**src/rtl/mem_copy_master_pkg.sv**
```systemverilog
// mem_copy_master: shared types and constants
// for the PicoRV32-bus copy engine.
package mem_copy_master_pkg;

  typedef enum logic [1:0] {
    ST_IDLE,
    ST_RD,
    ST_WR,
    ST_FIN
  } state_e;

  localparam logic [3:0]  WSTRB_ALL  = 4'b1111;
  localparam logic [31:0] WORD_BYTES = 32'd4;

  function automatic logic [31:0] word_align(
    input logic [31:0] a
  );
    return {a[31:2], 2'b00};
  endfunction

endpackage

```
**src/rtl/mem_copy_master_watchdog.sv**
```systemverilog
// bus_watchdog: clear/enable wait counter that flags
// a request left unanswered for TIMEOUT cycles.
module bus_watchdog #(
  parameter int unsigned TIMEOUT = 64
) (
  input  logic clk,
  input  logic reset,
  input  logic clr,
  input  logic en,
  output logic expired
);

  localparam int unsigned CW =
    (TIMEOUT > 1) ? $clog2(TIMEOUT) : 1;
  localparam logic [CW-1:0] LIMIT =
    CW'((TIMEOUT > 0) ? TIMEOUT - 1 : 0);

  logic [CW-1:0] cnt_q;

  always_ff @(posedge clk) begin
    if (reset) begin
      cnt_q <= '0;
    end else if (clr) begin
      cnt_q <= '0;
    end else if (en) begin
      cnt_q <= cnt_q + CW'(1);
    end
  end

  // cnt_q holds earlier wait cycles; this one is the last
  assign expired = (TIMEOUT != 0) && en
                && (cnt_q == LIMIT);

endmodule

```
**src/rtl/mem_copy_master.sv**
```systemverilog
// mem_copy_master: word-by-word read/write copy
// engine driving the PicoRV32 native memory bus.
module mem_copy_master
  import mem_copy_master_pkg::*;
#(
  parameter int unsigned LEN_W   = 9,
  parameter int unsigned TIMEOUT = 64
) (
  input  logic             clk,
  input  logic             reset,
  input  logic             start,
  input  logic [31:0]      src_addr,
  input  logic [31:0]      dst_addr,
  input  logic [LEN_W-1:0] word_count,
  output logic             busy,
  output logic             done,
  output logic             error,
  output logic             mem_valid,
  input  logic             mem_ready,
  output logic [31:0]      mem_addr,
  output logic [31:0]      mem_wdata,
  output logic [3:0]       mem_wstrb,
  input  logic [31:0]      mem_rdata
);

  state_e           state_q, state_d;
  logic [31:0]      src_q, dst_q, data_q;
  logic [LEN_W-1:0] cnt_q;
  logic             abort_q;
  logic             hold_q;
  logic             wd_clr, wd_en, wd_exp;
  logic             in_xfer;

  assign in_xfer = (state_q == ST_RD)
                || (state_q == ST_WR);

  bus_watchdog #(
    .TIMEOUT (TIMEOUT)
  ) u_wd (
    .clk     (clk),
    .reset   (reset),
    .clr     (wd_clr),
    .en      (wd_en),
    .expired (wd_exp)
  );

  always_comb begin
    state_d   = state_q;
    mem_valid = 1'b0;
    mem_addr  = '0;
    mem_wdata = '0;
    mem_wstrb = '0;
    busy      = 1'b0;
    done      = 1'b0;
    error     = 1'b0;
    wd_clr    = !in_xfer || mem_ready;
    wd_en     = in_xfer && !mem_ready;
    unique case (state_q)
      ST_IDLE: begin
        if (start) begin
          state_d = (word_count != '0) ? ST_RD
                                       : ST_FIN;
        end
      end
      ST_RD: begin
        mem_valid = 1'b1;
        mem_addr  = src_q;
        busy      = 1'b1;
        if (mem_ready) begin
          state_d = ST_WR;
        end else if (wd_exp) begin
          state_d = ST_FIN;
        end
      end
      ST_WR: begin
        mem_valid = 1'b1;
        mem_addr  = dst_q;
        mem_wdata = data_q;
        mem_wstrb = WSTRB_ALL;
        busy      = 1'b1;
        if (mem_ready) begin
          state_d = (cnt_q == LEN_W'(1)) ? ST_FIN
                                         : ST_RD;
        end else if (wd_exp) begin
          state_d = ST_FIN;
        end
      end
      ST_FIN: begin
        // an empty copy spends one extra busy cycle here
        if (hold_q) begin
          busy = 1'b1;
        end else begin
          done    = 1'b1;
          error   = abort_q;
          state_d = ST_IDLE;
        end
      end
    endcase
  end

  always_ff @(posedge clk) begin
    if (reset) begin
      state_q <= ST_IDLE;
      src_q   <= '0;
      dst_q   <= '0;
      data_q  <= '0;
      cnt_q   <= '0;
      abort_q <= 1'b0;
      hold_q  <= 1'b0;
    end else begin
      state_q <= state_d;
      unique case (state_q)
        ST_IDLE: begin
          if (start) begin
            src_q   <= word_align(src_addr);
            dst_q   <= word_align(dst_addr);
            cnt_q   <= word_count;
            hold_q  <= (word_count == '0);
            abort_q <= 1'b0;
          end
        end
        ST_RD: begin
          if (mem_ready) begin
            data_q <= mem_rdata;
            src_q  <= src_q + WORD_BYTES;
          end else if (wd_exp) begin
            abort_q <= 1'b1;
          end
        end
        ST_WR: begin
          if (mem_ready) begin
            dst_q <= dst_q + WORD_BYTES;
            cnt_q <= cnt_q - LEN_W'(1);
          end else if (wd_exp) begin
            abort_q <= 1'b1;
          end
        end
        ST_FIN: begin
          if (hold_q) begin
            hold_q <= 1'b0;
          end else begin
            abort_q <= 1'b0;
          end
        end
      endcase
    end
  end

endmodule

```
**config.mk**
```make
export PLATFORM = sky130hd
export DESIGN_NAME = mem_copy_master
export DESIGN_NICKNAME = d
export VERILOG_FILES = /design/src/rtl/mem_copy_master_pkg.sv /design/src/rtl/mem_copy_master_watchdog.sv /design/src/rtl/mem_copy_master.sv
export SDC_FILE = /design/constraint.sdc
export NUM_CORES = 1
export LEC_CHECK = 0
export CORE_MARGIN = 1
export CORE_UTILIZATION = 60
export DETAILED_ROUTE_END_ITERATION = 10
export DONT_BUFFER_PORTS = 1
export PLACE_DENSITY = 0.8
export SYNTH_ARGS = -nofsm -noshare
export SYNTH_HDL_FRONTEND = slang
export SYNTH_SLANG_ARGS = --single-unit
```
**constraint.sdc**
```tcl
create_clock -name clk -period 2.38 [get_ports clk]
set_clock_uncertainty 0.1 [all_clocks]
set_input_delay 0.238 -clock clk [delete_from_list [all_inputs] [get_ports clk]]
set_output_delay 0.238 -clock clk [all_outputs]
set_load 0.03 [all_outputs]
```
==> flow_metrics.env, run 1 <==
export IMPL_outcome="finished clean"
export IMPL_wl_um=22200
export IMPL_synth_compound_gate_area_share=0.249
export IMPL_area_growth_pct=18.6
export IMPL_yosys_area_share_simple=0.328
export IMPL_cts_buffers=9
export IMPL_nets=1130
export IMPL_p_leak_nw=2.93
export IMPL_reg2reg_from="src_q[2]$_SDFFE_PP0P_"
export IMPL_synthMuxAreaShare=0.0201
export IMPL_yosysSeqAreaShare=0.321
export IMPL_synth_adder_area_share=0.0163
export IMPL_finalHoldViolCount=0
export IMPL_endpoint_kind="primary output"
export IMPL_clkTransAtPathRegs_ns=0.07
export IMPL_die_w_um=109
export IMPL_comb_power_share=0.527
export IMPL_clkSinkCount=111
export IMPL_nFillCells=839
export IMPL_grt_antenna_before_repair=0
export IMPL_drt_pass1_iter_count=5
export IMPL_postRouteAntennaNets=0
export IMPL_grt_usage=0.373
export IMPL_drtIter0Drc=802
export IMPL_via_per_inst=6.74
export IMPL_ir_drop_v=0.000901
export IMPL_finalCritPeriodShare=0.979
export IMPL_seq_power_share=0.315
export IMPL_dpl_cell_area_sq_um=7450
export IMPL_grt_max_degree=95
export IMPL_rows=38
export IMPL_gr_usage_met2=0.602
export IMPL_wl_per_cell_um=19.2
export IMPL_crit_slowest_cell="dfxtp_1"
export IMPL_crit_buf_inv=4
export IMPL_dp_slack_ns=0.116
export IMPL_cp_top_family="buffers and inverters"
export IMPL_fin_util=0.744
export IMPL_slew_violations=0
export IMPL_htree_levels=3
export IMPL_final_setup_worst_slack_ns=0.0501
export IMPL_syn_area_sq_um=6930
export IMPL_drive_gt1_frac=0.120
export IMPL_busiest_layer="met2"
export IMPL_ys_flop_type="dfxtp_1"
export IMPL_final_area_sq_um=8210
export IMPL_path_cells="inv_1 -> ha_2 -> buf_12 -> buf_4 -> nand2_1 -> a21boi_0 -> buf_4"
export IMPL_max_freq_mhz=429
export IMPL_fp_dieH_um=109
export IMPL_timing_setup_tns_ns=0
export IMPL_async_flop_share=0
export IMPL_yosys_area_share_xor_xnor=0.00632
export IMPL_max_slew_worst_pin_slew_ns=0.604
export IMPL_met3_usage=0.0836
export IMPL_path_class="reg2out"
export IMPL_cp_required_ns=2.04
export IMPL_final_common_cell="nand2_1"
export IMPL_clock_latency_ns=0.37
export IMPL_reg2reg_slack_ns=0.11
export IMPL_hp_class="in2reg"
export IMPL_synth_seq_cells=111
export IMPL_holdPathEnd="src_q[26]$_SDFFE_PP0P_"
export IMPL_core_sq_um=11000
export IMPL_use_met1=0.471
export IMPL_cts_tree="built"
export IMPL_sw_frac_of_total=0.459
export IMPL_place_congestion=0.919
export IMPL_p_int_mw=5.33
export IMPL_dieArea_sq_um=12000
export IMPL_r2r_cells=6
export IMPL_pin_count=181
export IMPL_cts_root_buffer="clkbuf_16"
export IMPL_power_switching_mw=4.52
export IMPL_rsz0062_at_grt="yes"
export IMPL_final_cell_mix="nand2_1, dfxtp_1, a21oi_1"
export IMPL_synth_cell_types=68
export IMPL_port_buffers=0
export IMPL_synth_top_family_by_area="simple AND/OR/NAND/NOR gates"
export IMPL_power_mw=9.85
export IMPL_cts_path_max_buffers=2
export IMPL_synth_enable_flop_cells=0
export IMPL_worstReg2RegEnd="src_q[22]$_SDFFE_PP0P_"
export IMPL_critPathMaxStageDelay_ns=0.36
export IMPL_period_minus_slack_ns=2.33
export IMPL_yosys_warnings=0
export IMPL_critPathMostFrequentCell="buf_4"
export IMPL_p_per_area_nw_per_um2=1200
export IMPL_vias=7787
export IMPL_maxSlewHeadroom=0.596
export IMPL_crit_arrival_ns=1.99
export IMPL_cap_violations=0
export IMPL_syn_inst=952
export IMPL_critPathLaunchType="flip-flop"
export IMPL_finalSetupViolations=0
export IMPL_min_from="src_addr[26]"
export IMPL_grt_pass1_wl_um=35000
export IMPL_grt_pass1_vias=7239
export IMPL_initial_core_util=0.628
export IMPL_hold_depth=2
export IMPL_clockPowerShare=0.158
export IMPL_grt_overflow_total=0
export IMPL_drc=0
export IMPL_antenna_cells=0
export IMPL_dp_hpwl_um=15200
export IMPL_crit_fanout=25
export IMPL_postSynthAreaPerCell_sq_um=7.28
## through the flow
stage,hold slack [ns],std cells
finish,0.0118,1156
global placement,0.219,1099
CTS,0.000111,1155
detailed placement,0.220,1099
floorplan,0.274,953
global route,0.00403,1156
## how the worst max path moves through the flow
stage / from / endpoint / slack [ns] / cells past startpoint
finish: state_q[1]$_SDFFE_PP0P_ / mem_addr[30] / 0.05 / 7
global route: state_q[1]$_SDFFE_PP0P_ / mem_addr[30] / -0.04 / 7
CTS: state_q[1]$_SDFFE_PP0P_ / mem_addr[30] / 0.02 / 7
detailed placement: state_q[1]$_SDFFE_PP0P_ / dst_q[2]$_SDFFE_PP0P_ / 0.12 / 8
global placement: dst_q[2]$_SDFFE_PP0P_ / dst_q[24]$_SDFFE_PP0P_ / 0.29 / 6
floorplan: state_q[0]$_SDFFE_PP0P_ / mem_addr[19] / -0.19 / 7
## sequential cells by signal (all words and copies together) (netlist names)
name        flops
abort_q         1
cnt_q           9
data_q         32
dst_q          30
hold_q          1
src_q          30
state_q         2
u_wd.cnt_q      6
## logic make-up after synthesis
kind of cell	after synthesis
buf+inv	99
xor+xnor	5
simple gates	444
fa+ha+maj	9
mux	13
flops	111
compound gates	270
other cells	1
## metal layers
layer / part of all wire / wire (um)
met1: 0.39 / 8750
met2: 0.48 / 10600
met3: 0.097 / 2160
met4: 0.031 / 696
met5: 0 / 0
## power groups by stage
stage	sequential, mW	clock (mW)	combinational (mW)
after detailed placement	3.10	0	4.90
after global placement	3.06	0	4.69
after floorplan	2.90	0	3.54
after global routing	3.18	1.64	5.62
final	3.10	1.56	5.19
after CTS	3.06	1.57	5.01
## area by class of cell
cell class / count / area, sq um / area share
multi-input combinational: 743 / 4330 / 0.527
sequential: 111 / 2220 / 0.271
timing repair buffer: 126 / 1110 / 0.135
clock buffer: 12 / 256 / 0.0312
tap: 140 / 175 / 0.0213
inverter: 21 / 78.8 / 0.00960
clock inverter: 3 / 42.5 / 0.00518
## cells in the mapped netlist, types with 5 or more instances
| library cell | n | area [sq um] |
|---|---|---|
| mux2i_1 | 9 | 90.1 |
| nor4_1 | 17 | 106 |
| and4_1 | 8 | 70.1 |
| dfxtp_1 | 111 | 2220 |
| or4_1 | 6 | 45.0 |
| nor2_1 | 72 | 270 |
| inv_1 | 20 | 75.1 |
| or3_1 | 13 | 81.3 |
| a21boi_0 | 10 | 75.1 |
| a21oi_1 | 99 | 495 |
| nand2_1 | 145 | 544 |
| nand4_1 | 19 | 119 |
| nand2b_1 | 6 | 37.5 |
| and3_1 | 18 | 113 |
| o2bb2ai_1 | 7 | 61.3 |
| nand3_1 | 33 | 165 |
| buf_4 | 5 | 37.5 |
| o21a_1 | 6 | 45.0 |
| and2_1 | 39 | 244 |
| o32ai_1 | 7 | 61.3 |
| o21ai_0 | 40 | 200 |
| a221oi_1 | 6 | 52.6 |
| a211oi_1 | 9 | 67.6 |
| clkbuf_1 | 45 | 169 |
| buf_1 | 12 | 45.0 |
| buf_2 | 14 | 70.1 |
| ha_1 | 9 | 113 |
| a31oi_1 | 14 | 87.6 |
| nor2b_1 | 30 | 188 |
| nor3_1 | 18 | 90.1 |
| a22oi_1 | 30 | 225 |
| o22ai_1 | 10 | 62.6 |
## repair_timing
item	in CTS	in global routing
pin swaps	0	1
resized for setup	1	5
endpoints found under the setup margin	1	8
hold buffers	41	0
endpoints found under the hold margin	95	0
setup buffers	0	1
Power figures use the tool's default switching activity.
==> inputs of run 2 (changes only) <==
--- a/config.mk
+++ b/config.mk
@@ -5,6 +5,7 @@
 export SDC_FILE = /design/constraint.sdc
 export NUM_CORES = 1
 export LEC_CHECK = 0
+export CAP_MARGIN = 40
 export CORE_MARGIN = 1
 export CORE_UTILIZATION = 60
 export DETAILED_ROUTE_END_ITERATION = 10
==> results of run 2 <==
The final DEF is identical to that of run 1; final timing and power are the same.
